[config.mk]
export PLATFORM = sky130hd
export DESIGN_NAME = display_scan
export DESIGN_NICKNAME = d
export VERILOG_FILES = /design/src/rtl/display_scan.sv
export SDC_FILE = /design/constraint.sdc
export NUM_CORES = 1
export LEC_CHECK = 0
export CORE_MARGIN = 1
export CORE_UTILIZATION = 30
export DETAILED_ROUTE_END_ITERATION = 6
export PLACE_DENSITY = 0.58
export REMOVE_ABC_BUFFERS = 1
export SYNTH_ARGS = -nofsm -noshare
export SYNTH_HDL_FRONTEND = slang
export SYNTH_SLANG_ARGS = --single-unit
[constraint.sdc]
create_clock -name clk -period 2.5 [get_ports clk]
set_input_delay 0.75 -clock clk [delete_from_list [all_inputs] [get_ports clk]]
set_output_delay 0.75 -clock clk [all_outputs]
set_load 0.02 [all_outputs]
[src/rtl/display_scan.sv]
// Time-multiplexed scan controller for a common-anode 7-segment display.
// Optional macro DISPLAY_BLANK_EN blanks the first GAP cycles of every slot.
module display_scan #(
    parameter int unsigned DIGITOS = 4,
    parameter int unsigned DIV     = 50000,
    parameter int unsigned GAP     = 16
) (
    input  logic                   clk,
    input  logic                   rst,
    input  logic [4*DIGITOS-1:0]   valor,
    input  logic [DIGITOS-1:0]     puntos,
    input  logic                   cargar,
    output logic                   ocupado,
    output logic [6:0]             catodo,
    output logic                   punto,
    output logic [DIGITOS-1:0]     anodo
);

    localparam int unsigned CW = $clog2(DIV);
    localparam int unsigned IW = $clog2(DIGITOS);

`ifdef DISPLAY_BLANK_EN
    localparam bit BlankEn = 1'b1;
`else
    localparam bit BlankEn = 1'b0;
`endif

    typedef enum logic {
        IDLE = 1'b0,
        PEND = 1'b1
    } state_t;

    state_t                 state_q, state_d;
    logic [CW-1:0]          cnt_q, cnt_d;
    logic [IW-1:0]          idx_q, idx_d;
    logic [4*DIGITOS-1:0]   pend_val_q, pend_val_d;
    logic [DIGITOS-1:0]     pend_pts_q, pend_pts_d;
    logic [4*DIGITOS-1:0]   shown_val_q, shown_val_d;
    logic [DIGITOS-1:0]     shown_pts_q, shown_pts_d;
    logic [6:0]             catodo_q, catodo_d;
    logic                   punto_q, punto_d;
    logic [DIGITOS-1:0]     anodo_q, anodo_d;

    logic                   slot_end;
    logic                   boundary;
    logic                   blank;
    logic [3:0]             nib;
    logic                   dp;
    logic [6:0]             seg;

    assign slot_end = (cnt_q == CW'(DIV - 1));
    assign boundary = slot_end && (idx_q == IW'(DIGITOS - 1));
    assign blank    = BlankEn && (cnt_q < CW'(GAP));

    // Prescaler and digit index
    always_comb begin
        cnt_d = cnt_q + CW'(1);
        idx_d = idx_q;
        if (slot_end) begin
            cnt_d = '0;
            if (idx_q == IW'(DIGITOS - 1)) begin
                idx_d = '0;
            end else begin
                idx_d = idx_q + IW'(1);
            end
        end
    end

    // Load FSM: pending commits to shown only at a frame boundary
    always_comb begin
        state_d     = state_q;
        pend_val_d  = pend_val_q;
        pend_pts_d  = pend_pts_q;
        shown_val_d = shown_val_q;
        shown_pts_d = shown_pts_q;
        unique case (state_q)
            IDLE: begin
                state_d = IDLE;
            end
            PEND: begin
                if (boundary) begin
                    shown_val_d = pend_val_q;
                    shown_pts_d = pend_pts_q;
                    state_d     = IDLE;
                end
            end
            default: begin
                state_d = IDLE;
            end
        endcase
        if (cargar) begin
            pend_val_d = valor;
            pend_pts_d = puntos;
            state_d    = PEND;
        end
    end

    always_comb begin
        nib = 4'h0;
        dp  = 1'b0;
        for (int i = 0; i < int'(DIGITOS); i++) begin
            if (idx_q == IW'(i)) begin
                nib = shown_val_q[i*4 +: 4];
                dp  = shown_pts_q[i];
            end
        end
    end

    always_comb begin
        seg = 7'h00;
        unique case (nib)
            4'h0: seg = 7'h3F;
            4'h1: seg = 7'h06;
            4'h2: seg = 7'h5B;
            4'h3: seg = 7'h4F;
            4'h4: seg = 7'h66;
            4'h5: seg = 7'h6D;
            4'h6: seg = 7'h7D;
            4'h7: seg = 7'h07;
            4'h8: seg = 7'h7F;
            4'h9: seg = 7'h6F;
            4'hA: seg = 7'h77;
            4'hB: seg = 7'h7C;
            4'hC: seg = 7'h39;
            4'hD: seg = 7'h5E;
            4'hE: seg = 7'h79;
            4'hF: seg = 7'h71;
            default: seg = 7'h00;
        endcase
    end

    always_comb begin
        catodo_d = ~seg;
        punto_d  = ~dp;
        anodo_d  = '1;
        for (int i = 0; i < int'(DIGITOS); i++) begin
            anodo_d[i] = ~(idx_q == IW'(i));
        end
        if (blank) begin
            catodo_d = 7'h7F;
            punto_d  = 1'b1;
            anodo_d  = '1;
        end
    end

    always_ff @(posedge clk) begin
        if (rst) begin
            state_q     <= IDLE;
            cnt_q       <= '0;
            idx_q       <= '0;
            pend_val_q  <= '0;
            pend_pts_q  <= '0;
            shown_val_q <= '0;
            shown_pts_q <= '0;
            catodo_q    <= 7'h7F;
            punto_q     <= 1'b1;
            anodo_q     <= '1;
        end else begin
            state_q     <= state_d;
            cnt_q       <= cnt_d;
            idx_q       <= idx_d;
            pend_val_q  <= pend_val_d;
            pend_pts_q  <= pend_pts_d;
            shown_val_q <= shown_val_d;
            shown_pts_q <= shown_pts_d;
            catodo_q    <= catodo_d;
            punto_q     <= punto_d;
            anodo_q     <= anodo_d;
        end
    end

    assign ocupado = (state_q == PEND);
    assign catodo  = catodo_q;
    assign punto   = punto_q;
    assign anodo   = anodo_q;

endmodule
==> results.ini, run 1 <==
[outcome]
status = completed

[layout]
multiInputGateArea_um2 = 1560
register_area_um2 = 1420
fillers = 995
finalNetCount = 408
layout.cells.most_common = dfxtp_1
area_growth_pct = 20.6
drive_gt1_share_pct = 9.02
n_antenna_cell = 0
final_cell_mix = dfxtp_1 (71), nor2_1 (39), clkdlybuf4s50_1 (35)
final_cells = 510

[synthesis]
netlist_instances = 340
synth.avg_cell_area_um2 = 9.22
synth_area_leaders = dfxtp_1 (45%), mux2i_1 (7.7%), ha_1 (4.8%), nor2_1 (4.7%), nand3_1 (4.2%)
ys_async_sr_fraction_pct = 0
synth-seq-area-share_pct = 45.3
yosys_warnings = 0
ys.flop_type = dfxtp_1
synth.cell_area_um2 = 3140
synth_top_area_cell = dfxtp_1
ys_seq_elements = 71
synth_edf_count = 0
synth_top_area_share_pct = 45.3
post_synth_num_cell_types = 53

[timing]
clock_skew_ns = 0.00671
hold_viol_final = 0
setup_viol = 0
finalSetupTns_ns = 0
worst_slew_margin_rel_pct = 59.3
tightest_slew_ns = 0.611
grt_setup_unrepaired = no
drv_slew = 0
post-route-min-period_ns = 2.36
min_period_over_period_pct = 94.3
fmax_mhz = 424

[clocking]
clk_path_buf_depth = 2
cts_made_buffers = 9
holdBufCountCts = 0
clkLatencyLatePin_ns = 0.34
cts.clk_slew.worst_paths_ns = 0.07
cts_sinks = 71
cts_root_buf = clkbuf_8
cts.htree.levels = 3
cts_tree = done

[critical_path]
end_kind = flop
required_ns = 2.72
worst-path-max-fanout = 6
reg2regPathDepth = 7
cp-start-kind = flop
critPathKind = flop to flop
crit_arrival_ns = 2.58

[floorplanning]
ios = 36
rows = 36
die_area_um2 = 10900
initial_core_util_pct = 31.5
dieHeight_um = 104
core_region_area_um2 = 9950
fp.dieW_um = 104

[place]
numPortBuffers = 35
gp_congestion = 0.820
dp_cells = 494
dp_hpwl_um = 4690

[pwr]
power_leakage_nw = 1.39
power_density_nw_per_um2 = 551
ir_worst_vdd_uv = 177

[global_route]
grt_antenna_before_repair = 0
grtUsageTotal_pct = 13.2
grt_first_pass_wirelength_um = 11400
grt-ovfl-total = 0
grt_max_degree = 50
grt_pass1_vias = 2400

[worst_hold_path]
min_path_type = flop to flop
min_path_cells = 2

[job]
maxCapViolCount = 0

[drt]
routed_wl_um = 6770
via_per_inst = 4.82
vias = 2459
drcViolationCount = 0
ant_nets = 0
drtIter0Drc = 139
dr.pass1.iters = 6
avgRoutedWirePerCell_um = 13.3

-- worst max-delay path, stage by stage (launching register included) --
cell,delay [ns]
dfxtp_1,0.38
inv_1,0.08
ha_1,0.28
nand3b_1,0.19
a221o_1,0.42
ha_1,0.24
or4_1,0.53
o311a_1,0.13
-- flip-flops by register name, indices dropped and copies added (netlist names), 2 cells and up --
| signal | count |
|---|---|
| pend_pts_q | 4 |
| shown_pts_q | 4 |
| catodo | 7 |
| idx_q | 2 |
| anodo | 4 |
| cnt_q | 16 |
| shown_val_q | 16 |
| pend_val_q | 16 |
-- synth_stat cells (2+ instances only) --
| master | instances |
|---|---|
| nor4bb_1 | 2 |
| nor2_1 | 39 |
| nand3b_1 | 3 |
| a21oi_1 | 24 |
| nor3_1 | 5 |
| xnor2_1 | 11 |
| or3_1 | 3 |
| a31oi_1 | 3 |
| o21ai_0 | 23 |
| buf_1 | 2 |
| and3_1 | 3 |
| mux2i_1 | 24 |
| a221o_1 | 2 |
| buf_4 | 2 |
| dfxtp_1 | 71 |
| buf_6 | 3 |
| mux2_2 | 2 |
| nand2_1 | 15 |
| ha_1 | 12 |
| a211oi_1 | 3 |
| clkbuf_1 | 13 |
| nor2b_1 | 2 |
| nand3_1 | 26 |
| nand4_1 | 3 |
| inv_1 | 10 |
| nor3b_1 | 4 |
| buf_2 | 3 |
| xor2_1 | 2 |
-- routing by layer --
metal	track usage (%)	vias to the layer above	wire, µm
li1	-	1254	-
met1	17.2	1148	3440
met2	20.4	47	2970
met3	3.26	10	224
met4	6.43	0	144
met5	0	-	0
-- stage by stage --
step           total power [mW]  utilization [%]  setup WS [ns]  cell area (µm²)  hold slack (ns)
3_3_place_gp               1.34             36.3          0.234             3610            0.447
5_1_grt                    2.19             38.0         0.0133             3780            0.478
6_report                   2.08             38.0          0.142             3780            0.466
4_1_cts                    2.12             37.9         0.0855             3770            0.468
3_5_place_dp               1.34             36.3          0.109             3610            0.459
2_1_floorplan              1.25                -          0.292             3020            0.430
-- layout make-up --
cell class	count	area share (%)
clock buffer	14	4.04
clock inverter	1	0.132
inverter	11	1.09
multi-input combinational	235	41.2
sequential	71	37.6
tap	133	4.40
timing repair buffer	45	11.6
-- power breakdown --
| part | internal [mW] | switching (mW) | leakage (nW) |
|---|---|---|---|
| Combinational | 0.0739 | 0.0596 | 0.730 |
| Sequential | 1.16 | 0.0176 | 0.580 |
| Clock | 0.382 | 0.388 | 0.0805 |
-- final timing paths --
kind | endpoint | slack, ns | start
min | shown_val_q[7] | 0.47 | pend_val_q[7]
max | catodo[0] | 0.14 | idx_q[1]
min reg2reg | shown_val_q[7] | 0.47 | pend_val_q[7]
max reg2reg | catodo[0] | 0.14 | idx_q[1]
-- cells by family after synthesis --
group / synth area share (%)
AO/OA/AOI/OAI: 13.2
XOR/XNOR: 3.63
adder cells (fa/ha/maj): 4.79
buffers and inverters: 5.15
flip-flops: 45.3
multiplexers: 8.38
AND/OR/NAND/NOR: 19.5
-- what timing repair did --
item,CTS,global route
setup buffers,0,1
setup endpoints to repair,0,2
gates resized for setup,0,2
(Power assumes the default switching activity.)
==> run 2: changes to the inputs <==
REMOVE_ABC_BUFFERS = unset   (was 1)
==> results.ini, run 2 (same netlist as run 1, synthesis figures left out) <==
[timing]
tightest_slew_ns = 0.572  ; -0.0396 ns
setup_viol = 0  ; unchanged
worst_slew_margin_rel_pct = 61.9  ; +2.6 points
worst_slack_ns = 0.148  ; +0.00577 ns
clock_skew_ns = 0.00834  ; +0.00163 ns
grt_setup_unrepaired = no
hold_viol_final = 0  ; unchanged
post-route-min-period_ns = 2.35  ; -0.00577 ns
min_period_over_period_pct = 94.1  ; -0.23 points
finalSetupTns_ns = 0  ; unchanged
fmax_mhz = 425  ; +0.25%
drv_slew = 0  ; unchanged

[drt]
via_per_inst = 4.74  ; -1.7%
drcViolationCount = 0  ; unchanged
routed_wl_um = 6420  ; -5.3%
dr.pass1.iters = 4  ; -2
avgRoutedWirePerCell_um = 12.6  ; -5.1%
drtIter0Drc = 108  ; -22%
vias = 2413  ; -1.9%
ant_nets = 0  ; unchanged

[clocking]
cts_sinks = 71  ; unchanged
cts.htree.levels = 3  ; unchanged
clk_path_buf_depth = 2  ; unchanged
cts.clk_slew.worst_paths_ns = 0.08  ; about the same
cts_tree = done
cts_setup_buffers = 0  ; unchanged
cts_made_buffers = 9  ; unchanged
cts_root_buf = clkbuf_8
clkLatencyLatePin_ns = 0.34  ; about the same
holdBufCountCts = 0  ; unchanged
ctsResizeCount = 0  ; unchanged

[worst_hold_path]
min_path_type = flop to flop

[place]
numPortBuffers = 35  ; unchanged
placed_cell_area_um2 = 3590  ; -0.55%
pre_cts_ws_ns = 0.115  ; +0.00656 ns
gp_congestion = 0.804  ; -2.0%
dp_cells = 493  ; -0.20%
dp_hpwl_um = 4580  ; -2.5%

[pwr]
ir_worst_vdd_uv = 271  ; +53%
power_leakage_nw = 1.39  ; +0.16%
power_density_nw_per_um2 = 565  ; +2.6%
p_total_mw = 2.13  ; +2.5%

[layout]
fillers = 1017  ; +2.2%
largestRegisters = cnt_q (16), pend_val_q (16), shown_val_q (16)
finalNetCount = 406  ; -0.49%
final_cells = 509  ; -0.20%
area_growth_pct = 20.5
final_area_um2 = 3780  ; -0.13%
drive_gt1_share_pct = 9.84  ; +0.82 points
n_antenna_cell = 0  ; unchanged
multiInputGateArea_um2 = 1560  ; about the same
register_area_um2 = 1420  ; unchanged
layout.cells.most_common = dfxtp_1
final_cell_mix = dfxtp_1 (71), nor2_1 (39), clkdlybuf4s50_1 (35)

[critical_path]
slowest_delay_ns = 0.51  ; -0.02 ns
end_kind = flop
cp-start-kind = flop
critPathKind = flop to flop
path_common_cell = ha_1
required_ns = 2.72  ; about the same
rrSetupSlack_ns = 0.15  ; about the same
crit_chain = inv_1, ha_1, nor3b_1, a221o_1, ha_1, or4_1, o311a_1
worst-path-max-fanout = 10  ; +4
crit_arrival_ns = 2.58  ; about the same
cp_slowest_cell = or4_1

[floorplanning]
dieHeight_um = 104  ; unchanged
rows = 36  ; unchanged
die_area_um2 = 10900  ; unchanged
fp.dieW_um = 104  ; unchanged
initial_core_util_pct = 31.5  ; unchanged
core_region_area_um2 = 9950  ; unchanged
ios = 36  ; unchanged

[global_route]
grtUsageTotal_pct = 12.7  ; -0.49 points
grt-busiest-layer = met2
grt_max_degree = 32  ; -36%
grt_pass1_vias = 2373  ; -1.1%
grt_first_pass_wirelength_um = 11200  ; -2.1%
grt_antenna_before_repair = 0  ; unchanged
grt-ovfl-total = 0  ; unchanged
use_met3_pct = 2.94  ; -0.31 points
grtUsageMet1_pct = 17.1  ; -0.14 points
use_met2_pct = 19.1  ; -1.2 points

[synthesis]
synth_fp_nets = 375

[job]
maxCapViolCount = 0  ; unchanged

[outcome]
status = completed

==> run 2: path summary, 6_finish.rpt <==
kind / start / endpoint / cells past startpoint
setup / recovery: idx_q[0] / catodo[0] / 7
hold / removal: pend_val_q[13] / shown_val_q[13] / 2
setup reg to reg: idx_q[0] / catodo[0] / 7
hold reg to reg: pend_val_q[13] / shown_val_q[13] / 2
==> run 2: cell type report <==
| type | count | share of cell area [%] |
|---|---|---|
| Clock buffer | 10 | 3.64 |
| Multi-Input combinational cell | 235 | 41.2 |
| Tap cell | 133 | 4.41 |
| Timing Repair Buffer | 43 | 10.9 |
| Sequential cell | 71 | 37.6 |
| Inverter | 11 | 1.09 |
| Clock inverter | 6 | 1.16 |
==> run 2: per-stage QoR <==
step	util, %	hold WS (ns)
final	37.9	0.468
after global routing	37.9	0.489
after CTS	37.9	0.474
after detailed placement	36.1	0.457
after global placement	36.1	0.444
after floorplan	-	0.430
==> run 2: where the power goes <==
| group | internal, mW | total, mW | switching [mW] |
|---|---|---|---|
| registers | 1.16 | 1.18 | 0.0179 |
| clock network | 0.390 | 0.824 | 0.434 |
| logic | 0.0731 | 0.132 | 0.0587 |
| total | 1.62 | 2.13 | 0.511 |
==> run 2: metal layers <==
metal	up-vias	routed length, µm
met5	-	0
met4	0	121
met3	9	180
met2	38	2720
met1	1110	3390
li1	1256	-
==> run 2: critical path: cells and delay by family (launching register included) <==
family	cells	cell delay, ns
AOI/OAI and AO/OA	2	0.49
adders and majority gates	2	0.56
buffers and inverters	1	0.09
DFF	1	0.41
and+or+nand+nor	2	0.69
==> run 3: changes to the inputs <==
GPL_TIMING_DRIVEN = 0   (was unset)
==> results.ini, run 3 (same netlist as run 1, synthesis figures left out) <==
[worst_hold_path]
min_path_type = flop to flop
hold_start = pend_val_q[7]
min_to = shown_val_q[7]
min_path_cells = 2  ; unchanged

[drt]
ant_nets = 0  ; unchanged
drtIter0Drc = 113  ; +4.6%
avgRoutedWirePerCell_um = 13.2  ; +4.9%
via_per_inst = 4.87  ; +2.6%
routed_wl_um = 6920  ; +7.8%
dr.pass1.iters = 4  ; unchanged
drcViolationCount = 0  ; unchanged
vias = 2545  ; +5.5%

[floorplanning]
core_region_area_um2 = 9950  ; unchanged
die_area_um2 = 10900  ; unchanged
initial_core_util_pct = 31.5  ; unchanged
rows = 36  ; unchanged
dieHeight_um = 104  ; unchanged
fp.dieW_um = 104  ; unchanged
ios = 36  ; unchanged

[timing]
post-route-min-period_ns = 2.37  ; +0.0189 ns
tightest_slew_ns = 0.761  ; +0.189 ns
clock_skew_ns = 0.0107  ; +0.00234 ns
drv_slew = 0  ; unchanged
worst_slew_margin_rel_pct = 49.3  ; -13 points
min_period_over_period_pct = 94.8  ; +0.76 points
setup_viol = 0  ; unchanged
fmax_mhz = 422  ; -0.80%
hold_viol_final = 0  ; unchanged
grt_setup_unrepaired = no

[layout]
n_antenna_cell = 0  ; unchanged
area_growth_pct = 22.3
final_util_pct = 38.5  ; +0.58 points
fillers = 998  ; -1.9%
layout.cells.most_common = dfxtp_1
drive_gt1_share_pct = 9.23  ; -0.61 points
final_cell_mix = dfxtp_1 (71), nor2_1 (39), clkdlybuf4s50_1 (34)
finalNetCount = 421  ; +3.7%
largestRegisters = cnt_q (16), pend_val_q (16), shown_val_q (16)

[synthesis]
synth_fp_nets = 375  ; unchanged

[clocking]
holdBufCountCts = 0  ; unchanged
clk_path_buf_depth = 2  ; unchanged
cts_tree = done
cts_made_buffers = 9  ; unchanged
cts.clk_slew.worst_paths_ns = 0.08  ; about the same
cts.htree.levels = 3  ; unchanged
cts_root_buf = clkbuf_8
cts_sinks = 71  ; unchanged
clkLatencyLatePin_ns = 0.36  ; +0.02 ns

[global_route]
grt_antenna_before_repair = 0  ; unchanged
grtUsageMet1_pct = 17.8  ; +0.75 points
grtUsageTotal_pct = 13.6  ; +0.91 points
grt-busiest-layer = met2
grt_pass1_vias = 2396  ; +0.97%
use_met2_pct = 20.7  ; +1.6 points
grt_max_degree = 19  ; -41%
use_met3_pct = 3.95  ; +1.0 points
grt_first_pass_wirelength_um = 11600  ; +3.9%
grt-ovfl-total = 0  ; unchanged

[critical_path]
required_ns = 2.75  ; +0.03 ns
critPathKind = flop to flop
reg2regPathDepth = 8  ; +1
worst-path-max-fanout = 10  ; unchanged
r2r-start = idx_q[1]
end_kind = flop
r2r_end = catodo[0]
crit_arrival_ns = 2.62  ; +0.04 ns
rrSetupSlack_ns = 0.13  ; -0.02 ns
cp-start-kind = flop

[place]
dp_hpwl_um = 4970  ; +8.5%
gp_congestion = 0.754  ; -6.1%
numPortBuffers = 34  ; -2.9%

[pwr]
pwr-share-comb_pct = 6.0  ; -0.2 points
pwr-share-clk_pct = 40.0  ; +1.4 points
p_total_mw = 2.19  ; +2.4%
seq_power_share_pct = 54.0  ; -1.2 points
power_density_nw_per_um2 = 570  ; +0.88%
internal_power_mw = 1.68  ; +3.7%
swShare_pct = 22.9  ; -0.97 points
power_leakage_nw = 1.42  ; +1.7%
ir_worst_vdd_uv = 238  ; -12%
p_switching_mw = 0.502  ; -1.7%

[outcome]
status = completed

[job]
maxCapViolCount = 0  ; unchanged

[run 3: cell types whose count changed in the layout (fill, tap and decap cells not counted), moves of 2 or more]
cell / previous run / this run
clkbuf_1: 0 / 14
buf_4: 8 / 4
buf_2: 0 / 3
buf_6: 0 / 3
buf_1: 0 / 2
clkinv_4: 2 / 0
[run 3: worst max path at each step]
stage          startpoint        end  slack [ns]  cells after the start
2_1_floorplan    idx_q[0]  catodo[0]        0.21                      8
3_3_place_gp     idx_q[0]  catodo[0]       -0.02                      8
3_5_place_dp     idx_q[0]  catodo[0]       -0.07                      8
4_1_cts          idx_q[1]  catodo[0]        0.09                      8
5_1_grt          idx_q[1]  catodo[0]        0.02                      8
6_report         idx_q[1]  catodo[0]        0.13                      8
[run 3: final cells by class]
class                           count  area, µm²  area share [%]
Buffer                             22        116            3.03
Clock buffer                       11        131            3.43
Clock inverter                      4       47.5            1.24
Inverter                           11       41.3            1.08
Multi-Input combinational cell    235       1560            40.6
Sequential cell                    71       1420            37.1
Tap cell                          133        166            4.34
Timing Repair Buffer               36        355            9.27
[run 3: power by group through the flow]
stage | sequential (mW) | combinational [mW] | clock [mW]
5_1_grt | 1.18 | 0.145 | 0.950
3_5_place_dp | 1.21 | 0.132 | 0
4_1_cts | 1.18 | 0.133 | 0.900
3_3_place_gp | 1.20 | 0.131 | 0
2_1_floorplan | 1.21 | 0.0605 | 0
6_report | 1.18 | 0.131 | 0.875
[run 3: critical path, cell delays in order (launching register included)]
cell      delay (ns)
dfxtp_1         0.37
inv_1           0.08
ha_1            0.19
buf_4           0.18
nand3b_1        0.16
a221o_2         0.43
ha_1            0.22
or4_1           0.51
o311a_1         0.12
[run 3: per-stage QoR]
stage | worst slack (ns) | hold slack, ns | cell area [µm²] | setup TNS [ns] | cells
floorplan | 0.213 | 0.430 | 3140 | 0 | 340
CTS | 0.0926 | 0.468 | 3820 | 0 | 521
global placement | -0.0155 | 0.443 | 3640 | -0.0155 | 507
detailed placement | -0.0699 | 0.464 | 3640 | -0.0699 | 507
global route | 0.0157 | 0.479 | 3830 | 0 | 523
finish | 0.129 | 0.462 | 3830 | 0 | 523
[run 3: layer usage]
layer  wire length (µm)  share of wire, %
met1               3440                50
met2               3000                43
met3                344               5.0
met4                130               1.9
met5                  0                 0
[run 3: repair_timing]
item / 4_1_cts / 5_1_grt
setup buffers: 0 / 2
endpoints found under the setup margin: 1 / 2
resized for setup: 0 / 2
hold endpoints to repair: 0 / 0
pin swaps: 0 / 1
